**src/rtl/food_placer_pkg.sv**
```systemverilog
// food_placer shared types and default playfield geometry.
// Optional scan fallback is enabled with FOOD_PLACER_SCAN_FALLBACK_EN.
package food_placer_pkg;

  localparam int DEF_GRID_W    = 10;
  localparam int DEF_GRID_H    = 10;
  localparam int DEF_COORD_W   = 4;
  localparam int DEF_MAX_TRIES = 8;
  localparam int GRID_CELLS    = DEF_GRID_W * DEF_GRID_H;

  typedef enum logic [2:0] {
    IDLE,
    SAMPLE,
    WAIT,
    SCAN,
    DONE,
    FAIL
  } state_e;

endpackage

```
**src/rtl/food_placer_stepper.sv**
```systemverilog
// grid_cell_stepper: loadable row-major x/y walker with wrap-around.
// wrapped_all marks the last cell of one full lap since the load.
import food_placer_pkg::*;

module grid_cell_stepper #(
  parameter int GRID_W  = DEF_GRID_W,
  parameter int GRID_H  = DEF_GRID_H,
  parameter int COORD_W = DEF_COORD_W
) (
  input  logic               clk,
  input  logic               reset_n,
  input  logic               load,
  input  logic               step,
  input  logic [COORD_W-1:0] ld_x,
  input  logic [COORD_W-1:0] ld_y,
  output logic [COORD_W-1:0] x,
  output logic [COORD_W-1:0] y,
  output logic               wrapped_all
);

  localparam int CELLS = GRID_W * GRID_H;
  localparam int CNT_W = $clog2(CELLS);

  logic [COORD_W-1:0] x_q, x_d, y_q, y_d;
  logic [COORD_W-1:0] base_x, base_y;
  logic [CNT_W-1:0]   cnt_q, cnt_d;

  // load and step together land on the cell after the loaded one
  always_comb begin
    base_x = load ? ld_x : x_q;
    base_y = load ? ld_y : y_q;
    x_d    = base_x;
    y_d    = base_y;
    if (step) begin
      if (base_x == COORD_W'(GRID_W - 1)) begin
        x_d = '0;
        if (base_y == COORD_W'(GRID_H - 1)) y_d = '0;
        else y_d = base_y + 1'b1;
      end else begin
        x_d = base_x + 1'b1;
      end
    end
    cnt_d = cnt_q;
    if (load) cnt_d = '0;
    else if (step) cnt_d = cnt_q + 1'b1;
  end

  always_ff @(posedge clk or negedge reset_n) begin
    if (!reset_n) begin
      x_q   <= '0;
      y_q   <= '0;
      cnt_q <= '0;
    end else begin
      x_q   <= x_d;
      y_q   <= y_d;
      cnt_q <= cnt_d;
    end
  end

  assign x           = x_q;
  assign y           = y_q;
  assign wrapped_all = (cnt_q == CNT_W'(CELLS - 1));

endmodule

```
**src/rtl/food_placer.sv**
```systemverilog
// food_placer: random-sample food placement against the occupancy map.
// Define FOOD_PLACER_SCAN_FALLBACK_EN to scan the grid after MAX_TRIES misses.
import food_placer_pkg::*;

module food_placer #(
  parameter int GRID_W    = DEF_GRID_W,
  parameter int GRID_H    = DEF_GRID_H,
  parameter int COORD_W   = DEF_COORD_W,
  parameter int MAX_TRIES = DEF_MAX_TRIES
) (
  input  logic               clk,
  input  logic               reset_n,
  input  logic               place_req,
  output logic               busy,
  input  logic [COORD_W-1:0] rnd_x,
  input  logic [COORD_W-1:0] rnd_y,
  output logic               probe_valid,
  output logic [COORD_W-1:0] probe_x,
  output logic [COORD_W-1:0] probe_y,
  input  logic               probe_occupied,
  output logic               done,
  output logic               fail,
  output logic [COORD_W-1:0] food_x,
  output logic [COORD_W-1:0] food_y
);

  localparam int TRY_W = $clog2(MAX_TRIES + 1);

  state_e             state_q, state_d;
  logic [TRY_W-1:0]   try_q, try_d, try_inc;
  logic [COORD_W-1:0] probe_x_q, probe_x_d;
  logic [COORD_W-1:0] probe_y_q, probe_y_d;
  logic [COORD_W-1:0] food_x_q, food_x_d;
  logic [COORD_W-1:0] food_y_q, food_y_d;
  logic               pv, done_c, fail_c, rnd_bad, last_try;

`ifdef FOOD_PLACER_SCAN_FALLBACK_EN
  logic               scan_q, scan_d;
  logic               st_load, st_step, st_wrap;
  logic [COORD_W-1:0] st_ld_x, st_ld_y, st_x, st_y;

  grid_cell_stepper #(
    .GRID_W (GRID_W),
    .GRID_H (GRID_H),
    .COORD_W(COORD_W)
  ) u_stepper (
    .clk        (clk),
    .reset_n    (reset_n),
    .load       (st_load),
    .step       (st_step),
    .ld_x       (st_ld_x),
    .ld_y       (st_ld_y),
    .x          (st_x),
    .y          (st_y),
    .wrapped_all(st_wrap)
  );
`endif

  assign try_inc  = try_q + 1'b1;
  assign last_try = (try_inc == TRY_W'(MAX_TRIES));
  assign rnd_bad  = (rnd_x >= COORD_W'(GRID_W)) |
                    (rnd_y >= COORD_W'(GRID_H));

  always_comb begin
    state_d   = state_q;
    try_d     = try_q;
    probe_x_d = probe_x_q;
    probe_y_d = probe_y_q;
    food_x_d  = food_x_q;
    food_y_d  = food_y_q;
    pv        = 1'b0;
    done_c    = 1'b0;
    fail_c    = 1'b0;
`ifdef FOOD_PLACER_SCAN_FALLBACK_EN
    scan_d  = scan_q;
    st_load = 1'b0;
    st_step = 1'b0;
    st_ld_x = probe_x_q;
    st_ld_y = probe_y_q;
`endif
    unique case (state_q)
      IDLE: begin
        if (place_req) begin
          state_d = SAMPLE;
          try_d   = '0;
`ifdef FOOD_PLACER_SCAN_FALLBACK_EN
          scan_d  = 1'b0;
`endif
        end
      end
      SAMPLE: begin
        if (rnd_bad) begin
          try_d = try_inc;
          if (last_try) begin
`ifdef FOOD_PLACER_SCAN_FALLBACK_EN
            // no valid last probe: lap starts at the origin
            state_d = SCAN;
            scan_d  = 1'b1;
            st_load = 1'b1;
            st_ld_x = '0;
            st_ld_y = '0;
`else
            state_d = FAIL;
`endif
          end
        end else begin
          pv        = 1'b1;
          probe_x_d = rnd_x;
          probe_y_d = rnd_y;
          state_d   = WAIT;
        end
      end
      WAIT: begin
        if (!probe_occupied) begin
          food_x_d = probe_x_q;
          food_y_d = probe_y_q;
          state_d  = DONE;
`ifdef FOOD_PLACER_SCAN_FALLBACK_EN
        end else if (scan_q) begin
          if (st_wrap) begin
            state_d = FAIL;
          end else begin
            st_step = 1'b1;
            state_d = SCAN;
          end
`endif
        end else begin
          try_d = try_inc;
          if (last_try) begin
`ifdef FOOD_PLACER_SCAN_FALLBACK_EN
            state_d = SCAN;
            scan_d  = 1'b1;
            st_load = 1'b1;
            st_step = 1'b1;
`else
            state_d = FAIL;
`endif
          end else begin
            state_d = SAMPLE;
          end
        end
      end
`ifdef FOOD_PLACER_SCAN_FALLBACK_EN
      SCAN: begin
        pv        = 1'b1;
        probe_x_d = st_x;
        probe_y_d = st_y;
        state_d   = WAIT;
      end
`endif
      DONE: begin
        done_c  = 1'b1;
        state_d = IDLE;
      end
      FAIL: begin
        fail_c  = 1'b1;
        state_d = IDLE;
      end
      default: state_d = IDLE;
    endcase
  end

  always_ff @(posedge clk or negedge reset_n) begin
    if (!reset_n) begin
      state_q   <= IDLE;
      try_q     <= '0;
      probe_x_q <= '0;
      probe_y_q <= '0;
      food_x_q  <= '0;
      food_y_q  <= '0;
    end else begin
      state_q   <= state_d;
      try_q     <= try_d;
      probe_x_q <= probe_x_d;
      probe_y_q <= probe_y_d;
      food_x_q  <= food_x_d;
      food_y_q  <= food_y_d;
    end
  end

`ifdef FOOD_PLACER_SCAN_FALLBACK_EN
  always_ff @(posedge clk or negedge reset_n) begin
    if (!reset_n) scan_q <= 1'b0;
    else scan_q <= scan_d;
  end
`endif

  // probe coords follow the sample in its strobe cycle, then hold
  assign probe_valid = pv;
  assign probe_x     = probe_x_d;
  assign probe_y     = probe_y_d;
  assign busy        = (state_q != IDLE);
  assign done        = done_c;
  assign fail        = fail_c;
  assign food_x      = food_x_q;
  assign food_y      = food_y_q;

endmodule
```
**config.mk**
```make
export PLATFORM = sky130hd
export DESIGN_NAME = food_placer
export DESIGN_NICKNAME = d
export VERILOG_FILES = /design/src/rtl/food_placer_pkg.sv /design/src/rtl/food_placer_stepper.sv /design/src/rtl/food_placer.sv
export SDC_FILE = /design/constraint.sdc
export NUM_CORES = 1
export LEC_CHECK = 0
export CORE_MARGIN = 1.5
export CORE_UTILIZATION = 50
export CTS_BUF_LIST = sky130_fd_sc_hd__clkbuf_4
export CTS_CLUSTER_SIZE = 24
export DETAILED_ROUTE_END_ITERATION = 10
export DONT_BUFFER_PORTS = 1
export MAX_ROUTING_LAYER = met4
export SETUP_SLACK_MARGIN = 0.1
export SLEW_MARGIN = 20
export SYNTH_ARGS = -nofsm -noshare
export SYNTH_HDL_FRONTEND = slang
export SYNTH_SLANG_ARGS = --single-unit
```
**constraint.sdc**
```tcl
create_clock -name clk -period 1.9 [get_ports clk]
set_input_delay 0.285 -clock clk [delete_from_list [all_inputs] [get_ports clk]]
set_output_delay 0.285 -clock clk [all_outputs]
set_load 0.02 [all_outputs]
```
# [Word level (Yosys, flattened, before mapping)]
# Index checks and enable logic that the tools add are counted.
# Widths: inputs -> output; s select.
[word_totals] output_inout_bits=20 in_bits=12 elab_cells=44 regBits=23
[classes] n_addsub=1 n_mux=18 bitwise=2 n_eq_ne=9 magnitude_cmp=2 n_reduce_logical=6
[op_table] operator="$mux 4" n=7
[op_table] operator="$mux 3" n=5
[op_table] operator="$pmux 4 s3" n=1
[op_table] operator="$pmux 3 s3" n=1
[op_table] operator="$ge 4x4->1 const B" n=2
[op_table] operator="$eq 3x3->1 const B" n=2
[op_table] operator="$ne 2x2->1 const B" n=3
[op_table] operator="$reduce_bool 3->1" n=2
[op_table] operator="$add 4x1->4 const B" n=1
[op_table] operator="$eq 4x4->1 const B" n=1
[op_table] operator="$mux 1" n=4
[op_table] operator="$reduce_and 2->1" n=2
[op_table] operator="$reduce_and 4->1" n=1
[op_table] operator="$eq 3x1->1 const B" n=1
[op_table] operator="$eq 3x2->1 const B" n=1
[op_table] operator="$logic_not 3->1" n=1
[op_table] operator="$ne 3x3->1 const B" n=1
[op_table] operator="$not 1->1" n=1
[op_table] operator="$or 1x1->1" n=1

# [Longest topological paths before layout]
[logic_depth] ltp_word=5 ltp_mapped=5 depth_no_buf=4

# [Worst setup path after synthesis]
# No wires, ideal clock.
[synth_timing] path_type="reg2out" startpoint="register state_q[1]" endpoint="output probe_x[0]" required_time_ns=1.615 path_slack_ns=0.116 arrival_ns=1.499 n_path_buf=1 stages_incl_launch_ff=5 cell_sequence="dfrtp_1 -> or3b_4 -> nand3b_4 -> buf_6 -> mux2_4"
[synth_via] elab_chain_len=2
[synth_rtl] item="from (decl)" line_no="food_placer.sv:29" source="state_e state_q, state_d;"
[synth_rtl] item="from (signal assigned)" line_no="food_placer.sv:172" source="state_q <= state_d;"
[synth_rtl] item="$eq 3x1->1" line_no="food_placer.sv:81" source="unique case (state_q)"
[synth_rtl] item="$mux 4" line_no="food_placer.sv:81"
[synth_rtl] item="to (decl)" line_no="food_placer.sv:18" source="output logic [COORD_W-1:0] probe_x,"
# No other way between the ends.

# [Final worst setup path]
[layout_timing] startpoint="register state_q[1]" endpoint="output probe_y[2]"
[layout_via] elab_chain_len=2
[layout_rtl] item="$eq 3x1->1" line_no="food_placer.sv:81"
[layout_rtl] item="$mux 4" line_no="food_placer.sv:81"
[layout_rtl] item="to (decl)" line_no="food_placer.sv:19" source="output logic [COORD_W-1:0] probe_y,"
# No other way between the ends.

==> report_table.html <==
<table>
<tr><th>Metric</th><th>Value</th></tr>
<tr><th colspan="2">Global route</th></tr>
<tr><td>Overall routing resource usage</td><td>0.201</td></tr>
<tr><td>Global-route track usage on met3</td><td>0.0583</td></tr>
<tr><td>Maximum number of pins on one net before global-route repair</td><td>24</td></tr>
<tr><td>Global route total overflow</td><td>0</td></tr>
<tr><td>Antenna violations before repair</td><td>0</td></tr>
<tr><td>Via count of the first global-routing pass</td><td>692</td></tr>
<tr><td>GR met1 Demand/Resource</td><td>0.232</td></tr>
<tr><td>First-pass GRT wire length</td><td>about 3.4 mm</td></tr>
<tr><td>GR Layer Usage met2</td><td>0.308</td></tr>
<tr><td>Most Crowded Layer GR</td><td>met2</td></tr>
<tr><th colspan="2">Timing</th></tr>
<tr><td>Clock period minus final worst setup slack</td><td>2.05 ns</td></tr>
<tr><td>Unrepaired setup endpoints after global routing</td><td>true</td></tr>
<tr><td>Final number of setup-violating endpoints</td><td>8</td></tr>
<tr><td>Max-slew violation total from the final report</td><td>0</td></tr>
<tr><td>Clock Skews</td><td>roughly 0.01 ns</td></tr>
<tr><td>Fin Hold WS</td><td>0.180 ns</td></tr>
<tr><td>Max transition margin</td><td>0.663</td></tr>
<tr><td>Final-report hold violation count</td><td>0</td></tr>
<tr><td>Maximum clock frequency</td><td>between 400 and 500 MHz</td></tr>
<tr><td>Transition time at the pin with the least slew margin</td><td>just over 0.5 ns</td></tr>
<tr><td>Ratio of final minimum period to clock period</td><td>1.08</td></tr>
<tr><td>Worst setup slack after layout</td><td>-0.155 ns</td></tr>
<tr><th colspan="2">Clock network</th></tr>
<tr><td>Master cell of the clock root buffer</td><td>sky130_fd_sc_hd__clkbuf_4</td></tr>
<tr><td>TritonCTS clock tree</td><td>done</td></tr>
<tr><td>Number of buffers on the longest clock path</td><td>2</td></tr>
<tr><td>Reg clk slew, reported paths</td><td>~0.13 ns</td></tr>
<tr><td>H-tree depth reported by CTS</td><td>1</td></tr>
<tr><td>Clock buffer count from CTS</td><td>3</td></tr>
<tr><td>Insertion delay to the later sink of the worst-skew pair</td><td>approximately 0.32 ns</td></tr>
<tr><td>Total number of clock tree sinks</td><td>23</td></tr>
<tr><th colspan="2">Detailed routing</th></tr>
<tr><td>Number of antenna-violating nets in the routed design</td><td>0</td></tr>
<tr><td>DR iter-0 viols</td><td>12</td></tr>
<tr><td>Final routed wire length divided by cell count</td><td>roughly 18 um</td></tr>
<tr><td>TritonRoute pass-1 iters</td><td>4</td></tr>
<tr><td>Total via count in the routed design</td><td>between 700 and 800</td></tr>
<tr><td>DRC errors left</td><td>0</td></tr>
<tr><td>Number of vias per cell</td><td>between 5 and 6</td></tr>
<tr><td>WL final</td><td>around 2.2 mm</td></tr>
<tr><th colspan="2">Synthesis</th></tr>
<tr><td>Count of distinct cell types in the synthesized netlist</td><td>28</td></tr>
<tr><td>Synthesized area</td><td>roughly 1100 um2</td></tr>
<tr><td>Leading register cell type out of synthesis</td><td>sky130_fd_sc_hd__dfrtp_1</td></tr>
<tr><td>Dominant cells by area after synthesis</td><td>sky130_fd_sc_hd__dfrtp_1 (55%), sky130_fd_sc_hd__mux2_4 (10%), sky130_fd_sc_hd__mux2_2 (9.6%), sky130_fd_sc_hd__a32o_1 (2.8%), sky130_fd_sc_hd__nand3b_4 (1.9%)</td></tr>
<tr><td>Number of instances in the synthesized netlist</td><td>75</td></tr>
<tr><td>Warning count from the yosys run</td><td>0</td></tr>
<tr><td>Number of enable flip-flop cells after synthesis</td><td>0</td></tr>
<tr><td>Average cell area after synthesis</td><td>~14 um2</td></tr>
<tr><td>Seq cells post-synth</td><td>23</td></tr>
<tr><td>Sequential-to-total area share from yosys stat</td><td>0.546</td></tr>
<tr><td>Proportion of register bits with asynchronous set or reset after synthesis</td><td>1.00</td></tr>
<tr><td>Cell taking the most area after synthesis</td><td>sky130_fd_sc_hd__dfrtp_1</td></tr>
<tr><td>Fraction of post-synthesis cell area in the top cell type by area</td><td>0.546</td></tr>
<tr><td>Synth cell count leaders</td><td>sky130_fd_sc_hd__dfrtp_1 (23), sky130_fd_sc_hd__mux2_2 (9), sky130_fd_sc_hd__mux2_4 (7)</td></tr>
<tr><td>Syn_nets</td><td>88</td></tr>
<tr><td>Cell with the most instances after synthesis</td><td>sky130_fd_sc_hd__dfrtp_1</td></tr>
<tr><th colspan="2">Pwr</th></tr>
<tr><td>Peak supply drop</td><td>0.00104 V</td></tr>
<tr><td>Share of power burned in the clock network</td><td>0.111</td></tr>
<tr><td>Power density cells</td><td>1700 nW/um2</td></tr>
<tr><td>Internal power of the cells</td><td>~1300 uW</td></tr>
<tr><td>Leakage power total</td><td>0.000653 uW</td></tr>
<tr><td>Switching share of power</td><td>0.399</td></tr>
<tr><td>Reported net switching power</td><td>approximately 870 uW</td></tr>
<tr><td>Share of total power in sequential cells</td><td>0.436</td></tr>
<tr><td>Combinational power share</td><td>0.453</td></tr>
<tr><td>Final total power</td><td>2190 uW</td></tr>
<tr><th colspan="2">Floorplan</th></tr>
<tr><td>Die Outline Area</td><td>2390 um2</td></tr>
<tr><td>Die extent in y</td><td>roughly 49 um</td></tr>
<tr><td>Area of the core</td><td>1980 um2</td></tr>
<tr><td>Initial core utilization</td><td>0.532</td></tr>
<tr><td>Rows</td><td>16</td></tr>
<tr><td>Die Wd</td><td>between 40 and 50 um</td></tr>
<tr><td>Number of top-level pins</td><td>32</td></tr>
<tr><th colspan="2">Place</th></tr>
<tr><td># placed instances</td><td>106</td></tr>
<tr><td>Placed wire-length estimate</td><td>around 1.3 mm</td></tr>
<tr><td>Placed instance area</td><td>between 1000 and 1500 um2</td></tr>
<tr><td>Buffers added on ports</td><td>0</td></tr>
<tr><td>RePlAce Congestion</td><td>0.775</td></tr>
<tr><th colspan="2">Job</th></tr>
<tr><td>Number of max-capacitance violations reported</td><td>0</td></tr>
<tr><th colspan="2">Setup path</th></tr>
<tr><td>Data arrival time of the critical path</td><td>roughly 1.8 ns</td></tr>
<tr><td>Critical Path, Cell by Cell</td><td>or3b_4 -&gt; nand3b_4 -&gt; mux2_4</td></tr>
<tr><td>Nature of the critical path endpoint</td><td>output port</td></tr>
<tr><td>Type of the worst setup path</td><td>reg -&gt; out</td></tr>
<tr><td>Data required, critical path</td><td>1.62 ns</td></tr>
<tr><td>Max FO, Critical Path</td><td>6</td></tr>
<tr><td>Library cell contributing the largest single delay on the critical path</td><td>sky130_fd_sc_hd__or3b_4</td></tr>
<tr><td>Kind of launch point of the worst setup path</td><td>flop</td></tr>
<tr><td>Largest stage delay on the critical path</td><td>between 0.4 and 0.5 ns</td></tr>
<tr><th colspan="2">Cells and area</th></tr>
<tr><td>Final antenna diode count</td><td>0</td></tr>
<tr><td>Final Net Count</td><td>roughly 110</td></tr>
<tr><td>Area delta synth-&gt;final</td><td>22.1%</td></tr>
<tr><td>Final instance area</td><td>1290 um2</td></tr>
<tr><td>Fin cells</td><td>about 120</td></tr>
<tr><td>Layout cell share with drive strength beyond 1</td><td>0.447</td></tr>
<tr><th colspan="2">Run status</th></tr>
<tr><td>Violated checks</td><td>negative setup slack</td></tr>
<tr><td>Status</td><td>finished, violations left</td></tr>
<tr><th colspan="2">Hold path</th></tr>
<tr><td>Tightest Hold Check Type</td><td>in -&gt; reg</td></tr>
</table>
-- metal layers --
metal  part of all wire  up-vias
li1                   -      312
met1               0.41      363
met2               0.50       30
met3              0.063        7
met4              0.032        0
met5                  0        -
-- what timing repair did --
| action | in CTS | in global routing |
|---|---|---|
| gates resized for setup | 6 | 9 |
| pin swaps | 2 | 3 |
| hold buffers | 1 | 1 |
| endpoints found under the hold margin | 23 | 23 |
| endpoints found under the setup margin | 9 | 10 |
| buffers inserted | 5 | 3 |
| cloned | 1 | 0 |
-- critical path, delay by kind of cell (launching register included) --
family        cells  cell delay [ns]
flops             1             0.40
mux               1             0.38
simple gates      2             0.66
-- path summary, 6_finish.rpt --
check	endpoint	cells past startpoint	slack, ns	start
max in group asynchronous	food_x[0]$_DFFE_PN0P_	2	1.10	reset_n
worst max-delay path	probe_y[2]	3	-0.15	state_q[1]$_DFFE_PN0P_
worst min register to register	food_x[3]$_DFFE_PN0P_	1	0.53	probe_x_q[3]$_DFF_PN0_
worst max register to register	food_y[2]$_DFFE_PN0P_	5	0.09	state_q[2]$_DFFE_PN0P_
min in group asynchronous	food_y[3]$_DFFE_PN0P_	2	0.45	reset_n
worst min-delay path	probe_y_q[0]$_DFF_PN0_	1	0.18	rnd_y[0]
-- registers in the layout (all words and copies together), names as in the netlist --
signal,cells
food_y,4
probe_x_q,4
try_q,4
probe_y_q,4
food_x,4
state_q,3
-- logic make-up (layout without fill, tap and decap cells) --
family                   Yosys count  count (layout)  share of synthesized area
flip-flops                        23              23                      0.546
buffers and inverters              5              23                     0.0261
XOR/XNOR                           1               1                    0.00831
multiplexers                      16              16                      0.196
adder cells (fa/ha/maj)            1               1                     0.0119
AND/OR/NAND/NOR                   15              16                      0.119
AO/OA/AOI/OAI                     14              14                     0.0937
-- through the flow --
step                 util  TNS [ns]  worst slack [ns]
floorplan               -         0             0.116
global placement    0.564         0             0.124
CTS                 0.619     -1.10            -0.163
global route        0.650     -1.42            -0.200
detailed placement  0.564         0            0.0911
finish              0.650     -1.05            -0.155
-- final cells by class --
| type | count | area, um2 |
|---|---|---|
| Fill cell | 142 | 694 |
| Multi-Input combinational cell | 48 | 504 |
| Timing Repair Buffer | 16 | 128 |
| Clock buffer | 4 | 30.0 |
| Sequential cell | 23 | 576 |
| Tap cell | 27 | 33.8 |
| Inverter | 3 | 16.3 |
-- power groups by stage --
stage | logic, uW | clock network, uW | registers [uW]
after floorplan | 669 | 0 | 915
after global placement | 763 | 0 | 940
after detailed placement | 789 | 0 | 953
after CTS | 885 | 248 | 946
after global routing | 1060 | 267 | 976
final | 991 | 243 | 953
-- layout by cell type (no fill, tap or decap), types with 3 or more instances in the layout --
cell,count
sky130_fd_sc_hd__nand2_1,3
sky130_fd_sc_hd__clkbuf_4,4
sky130_fd_sc_hd__mux2_4,14
sky130_fd_sc_hd__a32o_1,3
sky130_fd_sc_hd__buf_4,12
sky130_fd_sc_hd__dfrtp_1,23
No activity file was read; power rests on OpenSTA's default activity.
